File: config.mk
export PLATFORM = sky130hd
export DESIGN_NAME = focus_sharpness_acc
export DESIGN_NICKNAME = d
export VERILOG_FILES = /design/src/rtl/focus_sharpness_acc.sv
export SDC_FILE = /design/constraint.sdc
export NUM_CORES = 1
export LEC_CHECK = 0
export BUFFER_PORTS_ARGS = -buffer_cell sky130_fd_sc_hd__buf_2
export CORE_MARGIN = 8
export CORE_UTILIZATION = 64
export CTS_CLUSTER_SIZE = 10
export DETAILED_ROUTE_END_ITERATION = 6
export GPL_TIMING_DRIVEN = 0
export PLACE_DENSITY = 0.87
export RECOVER_POWER = 50
export SLEW_MARGIN = 40
export SYNTH_ARGS = -nofsm -noshare
export SYNTH_HDL_FRONTEND = slang
export SYNTH_SLANG_ARGS = --single-unit
File: constraint.sdc
create_clock -name VIDEO_CLK -period 6.9 [get_ports VIDEO_CLK]
set_input_delay 2.07 -clock VIDEO_CLK [delete_from_list [all_inputs] [get_ports VIDEO_CLK]]
set_output_delay 2.07 -clock VIDEO_CLK [all_outputs]
set_load 0.01 [all_outputs]
File: src/rtl/focus_sharpness_acc.sv
// focus_sharpness_acc: per-frame focus measure for the autofocus loop.
// The RGB stream is converted to luma, and the absolute horizontal luma
// gradient is formed. Gradients above THRESH that fall inside a centre window
// are summed into one score per frame. The peak score and the frame index of
// that peak are tracked across a lens sweep, so the VCM step controller can
// return the lens to best focus.
module focus_sharpness_acc #(
  parameter int ACC_W = 32,
  parameter int CNT_W = 12,
  parameter int FRM_W = 10
) (
  input  logic             VIDEO_CLK,
  input  logic             RESET_N,
  input  logic             VS,
  input  logic             DE,
  input  logic [7:0]       iR,
  input  logic [7:0]       iG,
  input  logic [7:0]       iB,
  input  logic [7:0]       THRESH,
  input  logic [CNT_W-1:0] H_START,
  input  logic [CNT_W-1:0] H_END,
  input  logic [CNT_W-1:0] V_START,
  input  logic [CNT_W-1:0] V_END,
  input  logic             CLR_PEAK,
  output logic [ACC_W-1:0] SCORE,
  output logic             SCORE_VALID,
  output logic [ACC_W-1:0] PEAK_SCORE,
  output logic [FRM_W-1:0] PEAK_FRAME,
  output logic [FRM_W-1:0] FRAME_IDX,
  output logic             IN_WIN
);

  // The frame-end strobe is delayed by the pixel pipeline depth. This lets the
  // last pixel of a frame reach the accumulator before the score is taken.
  localparam int DRAIN = 3;

  localparam logic [CNT_W-1:0] CNT_MAX = '1;
  localparam logic [FRM_W-1:0] FRM_MAX = '1;
  localparam logic [ACC_W-1:0] ACC_MAX = '1;

  typedef struct packed {
    logic       de;
    logic       win;
    logic       first;
    logic [7:0] y;
  } s1_t;

  typedef struct packed {
    logic       win;
    logic [7:0] g;
  } s2_t;

  logic [CNT_W-1:0] h_cnt, v_cnt;
  logic             de_d1, vs_d1;
  logic             de_fall, fe, fe_d3;
  logic             in_win, first_px;
  logic [15:0]      y_sum;
  logic [7:0]       y_lum;
  s1_t              s1;
  s2_t              s2;
  logic [7:0]       y_prev, g_abs;
  logic [DRAIN:1]   fe_pipe;
  logic [ACC_W-1:0] acc;
  logic [ACC_W:0]   acc_sum;
  logic             acc_add;

  assign de_fall = de_d1 & ~DE;
  assign fe      = vs_d1 & ~VS;
  assign fe_d3   = fe_pipe[DRAIN];

  // Edge-detect registers for DE and VS. VS resets high, so that coming out of
  // reset with VS high does not fake a frame end.
  always_ff @(posedge VIDEO_CLK or negedge RESET_N) begin
    if (!RESET_N) begin
      de_d1 <= 1'b0;
      vs_d1 <= 1'b1;
    end else begin
      de_d1 <= DE;
      vs_d1 <= VS;
    end
  end

  // Horizontal pixel counter. It counts active pixels, restarts after each
  // line, and sticks at all-ones.
  always_ff @(posedge VIDEO_CLK or negedge RESET_N) begin
    if (!RESET_N)
      h_cnt <= '0;
    else if (DE) begin
      if (h_cnt != CNT_MAX) h_cnt <= h_cnt + 1'b1;
    end else if (de_fall)
      h_cnt <= '0;
  end

  // Vertical line counter. It is held at zero through vertical sync, counts
  // line ends, and sticks at all-ones.
  always_ff @(posedge VIDEO_CLK or negedge RESET_N) begin
    if (!RESET_N)
      v_cnt <= '0;
    else if (!VS)
      v_cnt <= '0;
    else if (de_fall && v_cnt != CNT_MAX)
      v_cnt <= v_cnt + 1'b1;
  end

  // Window test and line-start flag. Both use the counts before this pixel's
  // increment. An inverted window (START > END) never matches.
  always_comb begin
    in_win   = DE && (h_cnt >= H_START) && (h_cnt <= H_END) &&
               (v_cnt >= V_START) && (v_cnt <= V_END);
    first_px = DE && (h_cnt == '0);
    // The weights sum to 256, so the 16-bit sum cannot overflow (max 65280).
    y_sum    = 16'd77 * {8'd0, iR} + 16'd150 * {8'd0, iG} + 16'd29 * {8'd0, iB};
    y_lum    = 8'(y_sum >> 8);
  end

  // Stage 1: register luma with its window, line-start and DE qualifiers.
  always_ff @(posedge VIDEO_CLK or negedge RESET_N) begin
    if (!RESET_N)
      s1 <= '0;
    else
      s1 <= '{de: DE, win: in_win, first: first_px, y: y_lum};
  end

  assign IN_WIN = s1.win;

  // Absolute difference against the previous active pixel's luma.
  always_comb begin
    g_abs = (s1.y >= y_prev) ? (s1.y - y_prev) : (y_prev - s1.y);
  end

  // Stage 2: gradient register. Y_prev advances only on active pixels. The
  // gradient is zeroed at line start, so no edge is seen across the wrap.
  always_ff @(posedge VIDEO_CLK or negedge RESET_N) begin
    if (!RESET_N) begin
      s2     <= '0;
      y_prev <= '0;
    end else begin
      s2.win <= s1.win;
      s2.g   <= s1.first ? 8'd0 : g_abs;
      if (s1.de) y_prev <= s1.y;
    end
  end

  // One extra carry bit detects accumulator overflow.
  always_comb begin
    acc_add = s2.win && (s2.g > THRESH);
    acc_sum = {1'b0, acc} + {{(ACC_W-7){1'b0}}, s2.g};
  end

  // Frame-end strobe delay line. It is aligned with the pixel pipeline drain.
  always_ff @(posedge VIDEO_CLK or negedge RESET_N) begin
    if (!RESET_N)
      fe_pipe <= '0;
    else
      fe_pipe <= {fe_pipe[DRAIN-1:1], fe};
  end

  // Stage 3: saturating accumulator. It restarts at each drained frame end.
  always_ff @(posedge VIDEO_CLK or negedge RESET_N) begin
    if (!RESET_N)
      acc <= '0;
    else if (fe_d3)
      acc <= '0;
    else if (acc_add)
      acc <= acc_sum[ACC_W] ? ACC_MAX : acc_sum[ACC_W-1:0];
  end

  // Publish the score once per frame, with a single-cycle valid pulse.
  always_ff @(posedge VIDEO_CLK or negedge RESET_N) begin
    if (!RESET_N) begin
      SCORE       <= '0;
      SCORE_VALID <= 1'b0;
    end else begin
      SCORE_VALID <= fe_d3;
      if (fe_d3) SCORE <= acc;
    end
  end

  // Sweep tracking. CLR_PEAK always wins. When it lands on a frame end, the
  // frame just finished becomes frame 0 of the new sweep. Ties keep the
  // earlier frame.
  always_ff @(posedge VIDEO_CLK or negedge RESET_N) begin
    if (!RESET_N) begin
      PEAK_SCORE <= '0;
      PEAK_FRAME <= '0;
      FRAME_IDX  <= '0;
    end else if (CLR_PEAK && fe_d3) begin
      PEAK_SCORE <= acc;
      PEAK_FRAME <= '0;
      FRAME_IDX  <= FRM_W'(1);
    end else if (CLR_PEAK) begin
      PEAK_SCORE <= '0;
      PEAK_FRAME <= '0;
      FRAME_IDX  <= '0;
    end else if (fe_d3) begin
      if (acc > PEAK_SCORE) begin
        PEAK_SCORE <= acc;
        PEAK_FRAME <= FRAME_IDX;
      end
      if (FRAME_IDX != FRM_MAX) FRAME_IDX <= FRAME_IDX + 1'b1;
    end
  end

endmodule

==> results of run 1 <==
==> metal layers <==
| layer | global-route usage, % | share of wire, % | vias to the layer above | wire, um |
|---|---|---|---|---|
| li1 | - | - | 5195 | - |
| met5 | 0 | 0 | - | 0 |
| met2 | 48.06 | 55 | 333 | 18770 |
| met3 | 3.417 | 4.5 | 104 | 1529 |
| met1 | 27.23 | 36 | 5349 | 12500 |
| met4 | 15.03 | 4.5 | 0 | 1559 |
==> cell usage after synthesis, types with 10 or more instances <==
library cell / count / share of area, %
sky130_fd_sc_hd__and2_1: 23 / 1.1
sky130_fd_sc_hd__a31oi_1: 10 / 0.46
sky130_fd_sc_hd__nand2_1: 40 / 1.1
sky130_fd_sc_hd__and3_1: 19 / 0.87
sky130_fd_sc_hd__nand4_1: 38 / 1.7
sky130_fd_sc_hd__mux2_2: 32 / 2.6
sky130_fd_sc_hd__nor2_1: 73 / 2.0
sky130_fd_sc_hd__ha_1: 199 / 18
sky130_fd_sc_hd__nor3_1: 23 / 0.85
sky130_fd_sc_hd__a211oi_1: 15 / 0.83
sky130_fd_sc_hd__inv_1: 207 / 5.7
sky130_fd_sc_hd__dfrtp_1: 172 / 32
sky130_fd_sc_hd__o21ai_0: 47 / 1.7
sky130_fd_sc_hd__xnor2_1: 29 / 1.9
sky130_fd_sc_hd__buf_2: 15 / 0.55
sky130_fd_sc_hd__fa_1: 58 / 8.5
sky130_fd_sc_hd__o31ai_1: 16 / 0.88
sky130_fd_sc_hd__clkbuf_1: 15 / 0.41
sky130_fd_sc_hd__xor2_1: 20 / 1.3
sky130_fd_sc_hd__a21oi_1: 65 / 2.4
sky130_fd_sc_hd__nand3_1: 22 / 0.81
sky130_fd_sc_hd__nor2b_1: 18 / 0.83
sky130_fd_sc_hd__a21o_1: 31 / 1.7
sky130_fd_sc_hd__a22o_1: 32 / 2.1
==> where the power goes <==
part	internal, mW	switching, mW	leakage (nW)	total [mW]
logic	1.85	1.95	5.63	3.80
registers	1.14	0.0701	2.35	1.21
clock network	0.648	0.394	0.307	1.04
total	3.64	2.41	8.29	6.05
==> path summary, 6_finish.rpt <==
kind | start | endpoint | slack, ns
setup / recovery | iG[1] | s1[7] | -0.53
hold / removal | fe_pipe[2] | fe_pipe[3] | 0.35
setup reg to reg | acc[11] | PEAK_SCORE[0] | 4.08
hold reg to reg | fe_pipe[2] | fe_pipe[3] | 0.35
max in group asynchronous | RESET_N | y_prev[7] | 1.79
min in group asynchronous | RESET_N | SCORE[13] | 2.44
==> logic make-up after synthesis <==
logic type | Yosys count
xor+xnor | 50
mux | 40
simple gates | 303
flops | 173
compound gates | 292
fa+ha+maj | 257
buf+inv | 249
==> worst max-delay path, stage by stage <==
cell and delay [ns]:
sky130_fd_sc_hd__buf_2 0.15, sky130_fd_sc_hd__ha_1 0.31, sky130_fd_sc_hd__ha_1 0.30, sky130_fd_sc_hd__ha_1 0.35, sky130_fd_sc_hd__ha_4 0.29, sky130_fd_sc_hd__a21oi_2 0.19, sky130_fd_sc_hd__nor2b_2 0.08, sky130_fd_sc_hd__o21a_1 0.19
sky130_fd_sc_hd__nor2_2 0.12, sky130_fd_sc_hd__xnor2_2 0.14, sky130_fd_sc_hd__fa_2 0.46, sky130_fd_sc_hd__fa_1 0.51, sky130_fd_sc_hd__inv_2 0.04, sky130_fd_sc_hd__fa_1 0.49, sky130_fd_sc_hd__inv_1 0.05, sky130_fd_sc_hd__fa_2 0.54
sky130_fd_sc_hd__ha_4 0.20, sky130_fd_sc_hd__and3_4 0.15, sky130_fd_sc_hd__a21oi_4 0.16, sky130_fd_sc_hd__a31oi_4 0.12, sky130_fd_sc_hd__and4_4 0.23, sky130_fd_sc_hd__a2111oi_4 0.20, sky130_fd_sc_hd__xor3_1 0.37
==> cells in the final DEF (no fill, tap or decap), types with 38 or more instances in the layout <==
| master | n |
|---|---|
| sky130_fd_sc_hd__inv_1 | 200 |
| sky130_fd_sc_hd__ha_1 | 185 |
| sky130_fd_sc_hd__nand4_1 | 38 |
| sky130_fd_sc_hd__a21oi_1 | 60 |
| sky130_fd_sc_hd__buf_2 | 177 |
| sky130_fd_sc_hd__fa_1 | 55 |
| sky130_fd_sc_hd__o21ai_0 | 44 |
| sky130_fd_sc_hd__nand2_1 | 39 |
| sky130_fd_sc_hd__nor2_1 | 71 |
| sky130_fd_sc_hd__dfrtp_1 | 172 |
==> per-stage QoR <==
step / hold slack, ns / util (%)
global route: 0.3633 / 75.76
detailed placement: 0.3410 / 71.86
finish: 0.3517 / 75.76
CTS: 0.3545 / 75.66
floorplan: 0.3312 / -
global placement: 0.3321 / 71.55
==> what timing repair did <==
| item | 4_1_cts | 5_1_grt |
|---|---|---|
| pin swaps | 28 | 15 |
| setup buffers | 7 | 5 |
| resized for setup | 27 | 14 |
| endpoints found under the setup margin | 6 | 6 |
==> final cells by class <==
type	count	area [um2]	area share, %
multi-input combinational	942	8577	54.02
sequential	173	4330	27.28
timing repair buffer	183	992.2	6.250
inverter	207	777.0	4.894
clock buffer	19	442.9	2.790
tap	275	344.1	2.167
buffer	42	214.0	1.348
clock inverter	11	191.4	1.206
antenna	3	7.507	0.04728
==> flip-flops by register name, summed over array words and instances, names as in the netlist, 8 cells and up <==
signal      cells
h_cnt          12
acc            32
s1             10
SCORE          32
FRAME_IDX      10
s2              9
y_prev          8
v_cnt          12
PEAK_FRAME     10
PEAK_SCORE     32
==> insert_results.sql, run 1 <==
INSERT INTO impl_metrics (metric_group, metric, value, unit) VALUES
('run_status', 'outcome', 'complete, but fails checks', ''),
('run_status', 'failed_checks', 'capacitance limit, slew limit, setup timing', ''),
('cts', 'clkLatencyLatePin', '0.43', 'ns'),
('global_routing', 'grt_usage', '25.73', '%'),
('setup_path', 'worst-path-max-fanout', '4', ''),
('sta', 'maxClockFrequency', '134.5', 'MHz'),
('detailed_routing', 'postRouteAntennaNets', '0', ''),
('placement', 'place.gp.congestion', '0.8958', ''),
('detailed_routing', 'detail_route.first_pass.iterations', '5', ''),
('placement', 'hpwlAfterDp', '26520', 'um'),
('sta', 'setup_tns', '-1.908', 'ns'),
('cts', 'clock_tree.buffer_depth', '2', ''),
('cts', 'cts_root_buf', 'sky130_fd_sc_hd__clkbuf_16', ''),
('global_routing', 'grt_pass1_vias', '11630', ''),
('floorplanning', 'start_util', '64.90', '%'),
('setup_path', 'critPathLaunchType', 'input port', ''),
('synth', 'synth_simple_gate_area_share', '12.12', '%'),
('sta', 'finalSetupViolations', '6', ''),
('setup_path', 'criticalPathCategory', 'in2reg', ''),
('floorplanning', 'design.die.area', '26170', 'um2'),
('setup_path', 'worst-endpoint-arrival', '7.72', 'ns'),
('pwr', 'fin_total_pwr', '6.052', 'mW'),
('synth', 'main_combinational_cell_family_by_area_after_synthesis', 'adder cells', ''),
('synth', 'synthMuxAreaShare', '3.238', '%'),
('detailed_routing', 'post_drt_wl_per_cell', '18.52', 'um'),
('floorplanning', 'num_rows', '53', ''),
('placement', 'pre_cts_ws', '-1.136', 'ns'),
('final_layout', 'post_route_cells_drive_above_1_share', '21.69', '%'),
('final_layout', 'area_growth_syn_to_layout', '16.73', '%'),
('global_routing', 'global_route_wire_length_before_repair', '55170', 'um'),
('floorplanning', 'die_y', '161.8', 'um'),
('synth', 'unique_masters_post_synth', '85', ''),
('synth', 'synth.cell_area', '13600', 'um2'),
('cts', 'cts-buffers-inserted', '17', ''),
('floorplanning', 'pin_count', '171', ''),
('worst_hold_path', 'worstHoldPathCells', '0', ''),
('detailed_routing', 'routed_wirelength', '34350', 'um'),
('sta', 'worst_pin_slew', '2.569', 'ns'),
('pwr', 'peakVddDrop', '0.5117', 'mV'),
('global_routing', 'grt_antenna_before_repair', '3', ''),
('sta', 'period_needed', '7.434', 'ns'),
('final_layout', 'stdcell_count', '1855', ''),
('detailed_routing', 'avgViaCountPerCell', '5.920', ''),
('cts', 'clk_transition_reported_paths', '0.06', 'ns'),
('sta', 'worst_slew_margin_rel', '-71.24', '%'),
('floorplanning', 'die_x', '161.8', 'um'),
('synth', 'yosys_register_bits', '173', ''),
('placement', 'placedCellCount', '1811', ''),
('synth', 'main_flop_type_after_synthesis', 'sky130_fd_sc_hd__dfrtp_1', ''),
('final_layout', 'final_cell_area_excluding_filler_cells', '15880', 'um2'),
('sta', 'worst_clock_skew', '0.01168', 'ns'),
('sta', 'final_critical_path_setup_slack', '-0.5336', 'ns'),
('sta', 'maxSlewViolCount', '117', ''),
('global_routing', 'grt.overflow.total', '0', ''),
('job', 'max-cap-violations', '2', ''),
('placement', 'placedInstanceArea', '15060', 'um2'),
('pwr', 'power.density', '381.2', 'nW/um2'),
('cts', 'cts_hold_repair.buffers', '0', ''),
('synth', 'post_synth_inst_count', '1364', ''),
('detailed_routing', 'detail_route.drc_violations', '0', ''),
('detailed_routing', 'via_count', '10980', ''),
('synth', 'synth_async_sr_flop_share', '100.0', '%'),
('synth', 'synth-xor-area-share', '3.330', '%'),
('setup_path', 'setup.worst_path.end_class', 'register', ''),
('final_layout', 'layout.filler_cells', '1391', ''),
('synth', 'yosys_warnings', '0', ''),
('synth', 'synth_edf_count', '0', ''),
('synth', 'synth_area_per_cell', '9.971', 'um2'),
('synth', 'postSynthNetCount', '1706', ''),
('cts', 'tritoncts_clock_tree', 'built', ''),
('synth', 'post_synth_adder_cell_area', '26.84', '%');
Note: power is estimated with default switching activity, not from simulation.
==> inputs of run 2 (changes only) <==
Settings changed: PLACE_DENSITY 0.87 to 0.86.
==> run 2 against run 1 <==
The run still ends with capacitance limit, slew limit, setup timing left. Cell count grew 0.11%. Critical path depth decreased by 1. Combinational power down 4%. Die area unchanged. Worst hold slack improved by 0.0044 ns. Worst setup slack improved by 0.14 ns. First-iteration DRC count decreased by 8.5%. Routed wire length fell by 0.82%. Non-clock buffer count rose by 2. Highest routed layer unchanged.
==> insert_results.sql, run 2 (synthesized netlist as in run 1, its figures left out) <==
INSERT INTO impl_metrics (metric_group, metric, value, unit) VALUES
('run_status', 'outcome', 'complete, but fails checks', ''),
('run_status', 'failed_checks', 'capacitance limit, slew limit, setup timing', ''),
('setup_path', 'regToRegSetupSlack', '4.08', 'ns'),
('floorplanning', 'design.die.area', '26170', 'um2'),
('detailed_routing', 'postRouteAntennaNets', '0', ''),
('detailed_routing', 'detail_route.first_pass.iterations', '6', ''),
('final_layout', 'layout.filler_cells', '1406', ''),
('placement', 'hpwlAfterDp', '26420', 'um'),
('pwr', 'peakVddDrop', '0.5741', 'mV'),
('setup_path', 'worst-path-max-fanout', '4', ''),
('detailed_routing', 'routed_wirelength', '34070', 'um'),
('cts', 'clock_tree.buffer_depth', '2', ''),
('pwr', 'power.static_leakage', '8.293', 'nW'),
('setup_path', 'worst-endpoint-arrival', '7.60', 'ns'),
('global_routing', 'grt_pass1_vias', '11820', ''),
('cts', 'cts_root_buf', 'sky130_fd_sc_hd__clkbuf_16', ''),
('placement', 'buffer_ports.inserted', '170', ''),
('setup_path', 'criticalPathCategory', 'in2reg', ''),
('final_layout', 'finish.net_count', '1910', ''),
('floorplanning', 'num_rows', '53', ''),
('sta', 'maxClockFrequency', '137.1', 'MHz'),
('detailed_routing', 'post_drt_wl_per_cell', '18.35', 'um'),
('sta', 'final_critical_path_setup_slack', '-0.3942', 'ns'),
('placement', 'place.gp.congestion', '0.8958', ''),
('setup_path', 'critPathLaunchType', 'input port', ''),
('sta', 'setup_tns', '-0.9269', 'ns'),
('sta', 'worst_clock_skew', '0.01202', 'ns'),
('setup_path', 'critical-path-slowest-cell', 'sky130_fd_sc_hd__fa_1', ''),
('cts', 'cts_num_sinks', '173', ''),
('floorplanning', 'pin_count', '171', ''),
('final_layout', 'final_common_cell', 'sky130_fd_sc_hd__inv_1', ''),
('sta', 'worst_pin_slew', '2.658', 'ns'),
('cts', 'tritoncts_clock_tree', 'built', ''),
('final_layout', 'area_growth_syn_to_layout', '16.92', '%'),
('global_routing', 'grt_start_max_net_pins', '67', ''),
('setup_path', 'setup.worst_path.end_class', 'register', ''),
('cts', 'cts-buffers-inserted', '17', ''),
('global_routing', 'grt.overflow.total', '0', ''),
('setup_path', 'worstPathCellList', 'buf_2, ha_4, ha_4, fa_1, ha_4, nor2b_2, o21a_1, nor2_2, xnor2_2, fa_1, fa_1, inv_1, fa_1, fa_1, inv_1, ha_4, and3_4, a21oi_4, a31oi_4, and4_4, a2111oi_4, xor3_1', ''),
('setup_path', 'timing.critical_path.mode_cell', 'sky130_fd_sc_hd__fa_1', ''),
('floorplanning', 'die_y', '161.8', 'um'),
('sta', 'maxSlewViolCount', '119', ''),
('detailed_routing', 'detail_route.drc_violations', '0', ''),
('global_routing', 'grt_antenna_before_repair', '1', ''),
('placement', 'pre_cts_ws', '-1.127', 'ns'),
('sta', 'finalSetupViolations', '5', ''),
('final_layout', 'largest_registers', 'PEAK_SCORE (32), SCORE (32), acc (32)', ''),
('setup_path', 'path_buf_inv', '3', ''),
('global_routing', 'global_route_wire_length_before_repair', '56560', 'um'),
('setup_path', 'timing.rr.end', 'PEAK_SCORE[16]', ''),
('floorplanning', 'start_util', '64.90', '%'),
('sta', 'setup_repair_after_global_routing_missed_its_margin', 'true', ''),
('worst_hold_path', 'hold-path-endpoint', 'fe_pipe[3]', ''),
('setup_path', 'crit_path_largest_cell_delay', '0.58', 'ns'),
('worst_hold_path', 'worstHoldPathCells', '0', ''),
('detailed_routing', 'avgViaCountPerCell', '6.026', ''),
('detailed_routing', 'drt_iter0_drc', '745', ''),
('setup_path', 'regToRegStartpoint', 'acc[11]', ''),
('final_layout', 'highest_count_cells_in_the_layout_ignoring_fill_and_taps', 'sky130_fd_sc_hd__inv_1, sky130_fd_sc_hd__ha_1, sky130_fd_sc_hd__buf_2', ''),
('setup_path', 'critPathRequiredTime', '7.21', 'ns'),
('sta', 'period_share', '105.7', '%'),
('sta', 'hold_violations', '0', ''),
('sta', 'worst_slew_margin_rel', '-77.17', '%'),
('floorplanning', 'die_x', '161.8', 'um'),
('final_layout', 'post_route_cells_drive_above_1_share', '21.88', '%'),
('detailed_routing', 'via_count', '11190', ''),
('cts', 'cts_max_level', '4', ''),
('floorplanning', 'core', '20960', 'um2'),
('sta', 'period_needed', '7.294', 'ns'),
('worst_hold_path', 'hp-class', 'reg2reg', ''),
('global_routing', 'grt_usage', '26.34', '%'),
('cts', 'clk_transition_reported_paths', '0.06', 'ns'),
('setup_path', 'ff2ff_path_depth', '8', ''),
('pwr', 'power.density', '368.0', 'nW/um2'),
('job', 'max-cap-violations', '2', ''),
('worst_hold_path', 'worst_hold_startpoint', 'fe_pipe[2]', ''),
('setup_path', 'critical_path.top_delay_family', 'adder cells', ''),
('pwr', 'fin_total_pwr', '5.852', 'mW'),
('cts', 'clkLatencyLatePin', '0.44', 'ns');
## run 2: cell types whose count changed in the layout (fill, tap and decap cells not counted), sizes merged
cell / before / now
bufinv: 5 / 3
clkbuf: 44 / 43
clkinv: 3 / 5
diode: 3 / 1
buf: 200 / 202
inv: 208 / 211
## run 2: timing repair
action,4_1_cts,5_1_grt
hold buffers,0,0
endpoints found under the setup margin,6,6
pin swaps,17,17
endpoints found under the hold margin,0,0
gates resized for setup,27,12
cloned,0,0
buffers inserted,10,3
## run 2: worst max path at each step
| stage | start | endpoint | slack, ns | depth (start not counted) |
|---|---|---|---|---|
| after floorplan | iG[4] | s1[7] | -0.57 | 21 |
| after global placement | iG[1] | s1[7] | -1.00 | 24 |
| after detailed placement | iG[1] | s1[7] | -1.13 | 23 |
| after CTS | iG[3] | s1[7] | -0.33 | 25 |
| after global routing | iG[3] | s1[7] | -0.52 | 24 |
| final | iG[2] | s1[7] | -0.39 | 22 |
## run 2: area by class of cell
cell class / count / area [um2] / share of cell area, %
multi-input cells: 942 / 8603 / 54.10
diodes: 1 / 2.502 / 0.01574
plain buffers: 42 / 214.0 / 1.346
well taps: 275 / 344.1 / 2.164
clock buffers: 18 / 439.2 / 2.762
clock inverters: 14 / 182.7 / 1.149
flip-flops and latches: 173 / 4330 / 27.23
repair buffers: 185 / 1008 / 6.342
inverters: 207 / 777.0 / 4.886
## run 2: power by group
part	total [mW]	leakage, nW	switching [mW]	internal [mW]
Sequential	1.21	2.35	0.0723	1.14
Combinational	3.63	5.64	1.83	1.81
Clock	1.01	0.299	0.426	0.587
Total	5.85	8.29	2.32	3.53
## run 2: through the flow
step	instances	hold WS, ns	area [um2]	utilization, %
after global routing	1857	0.3646	15900	75.88
after global placement	1809	0.3320	14990	71.55
final	1857	0.3562	15900	75.88
after detailed placement	1811	0.3396	15060	71.86
after CTS	1853	0.3581	15880	75.79
after floorplan	1364	0.3312	13800	-
## run 2: routing by layer
layer	part of all wire (%)	global-route usage (%)
met3	4.8	4.151
met5	0	0
met2	54	48.95
met1	37	27.84
met4	5.0	14.94
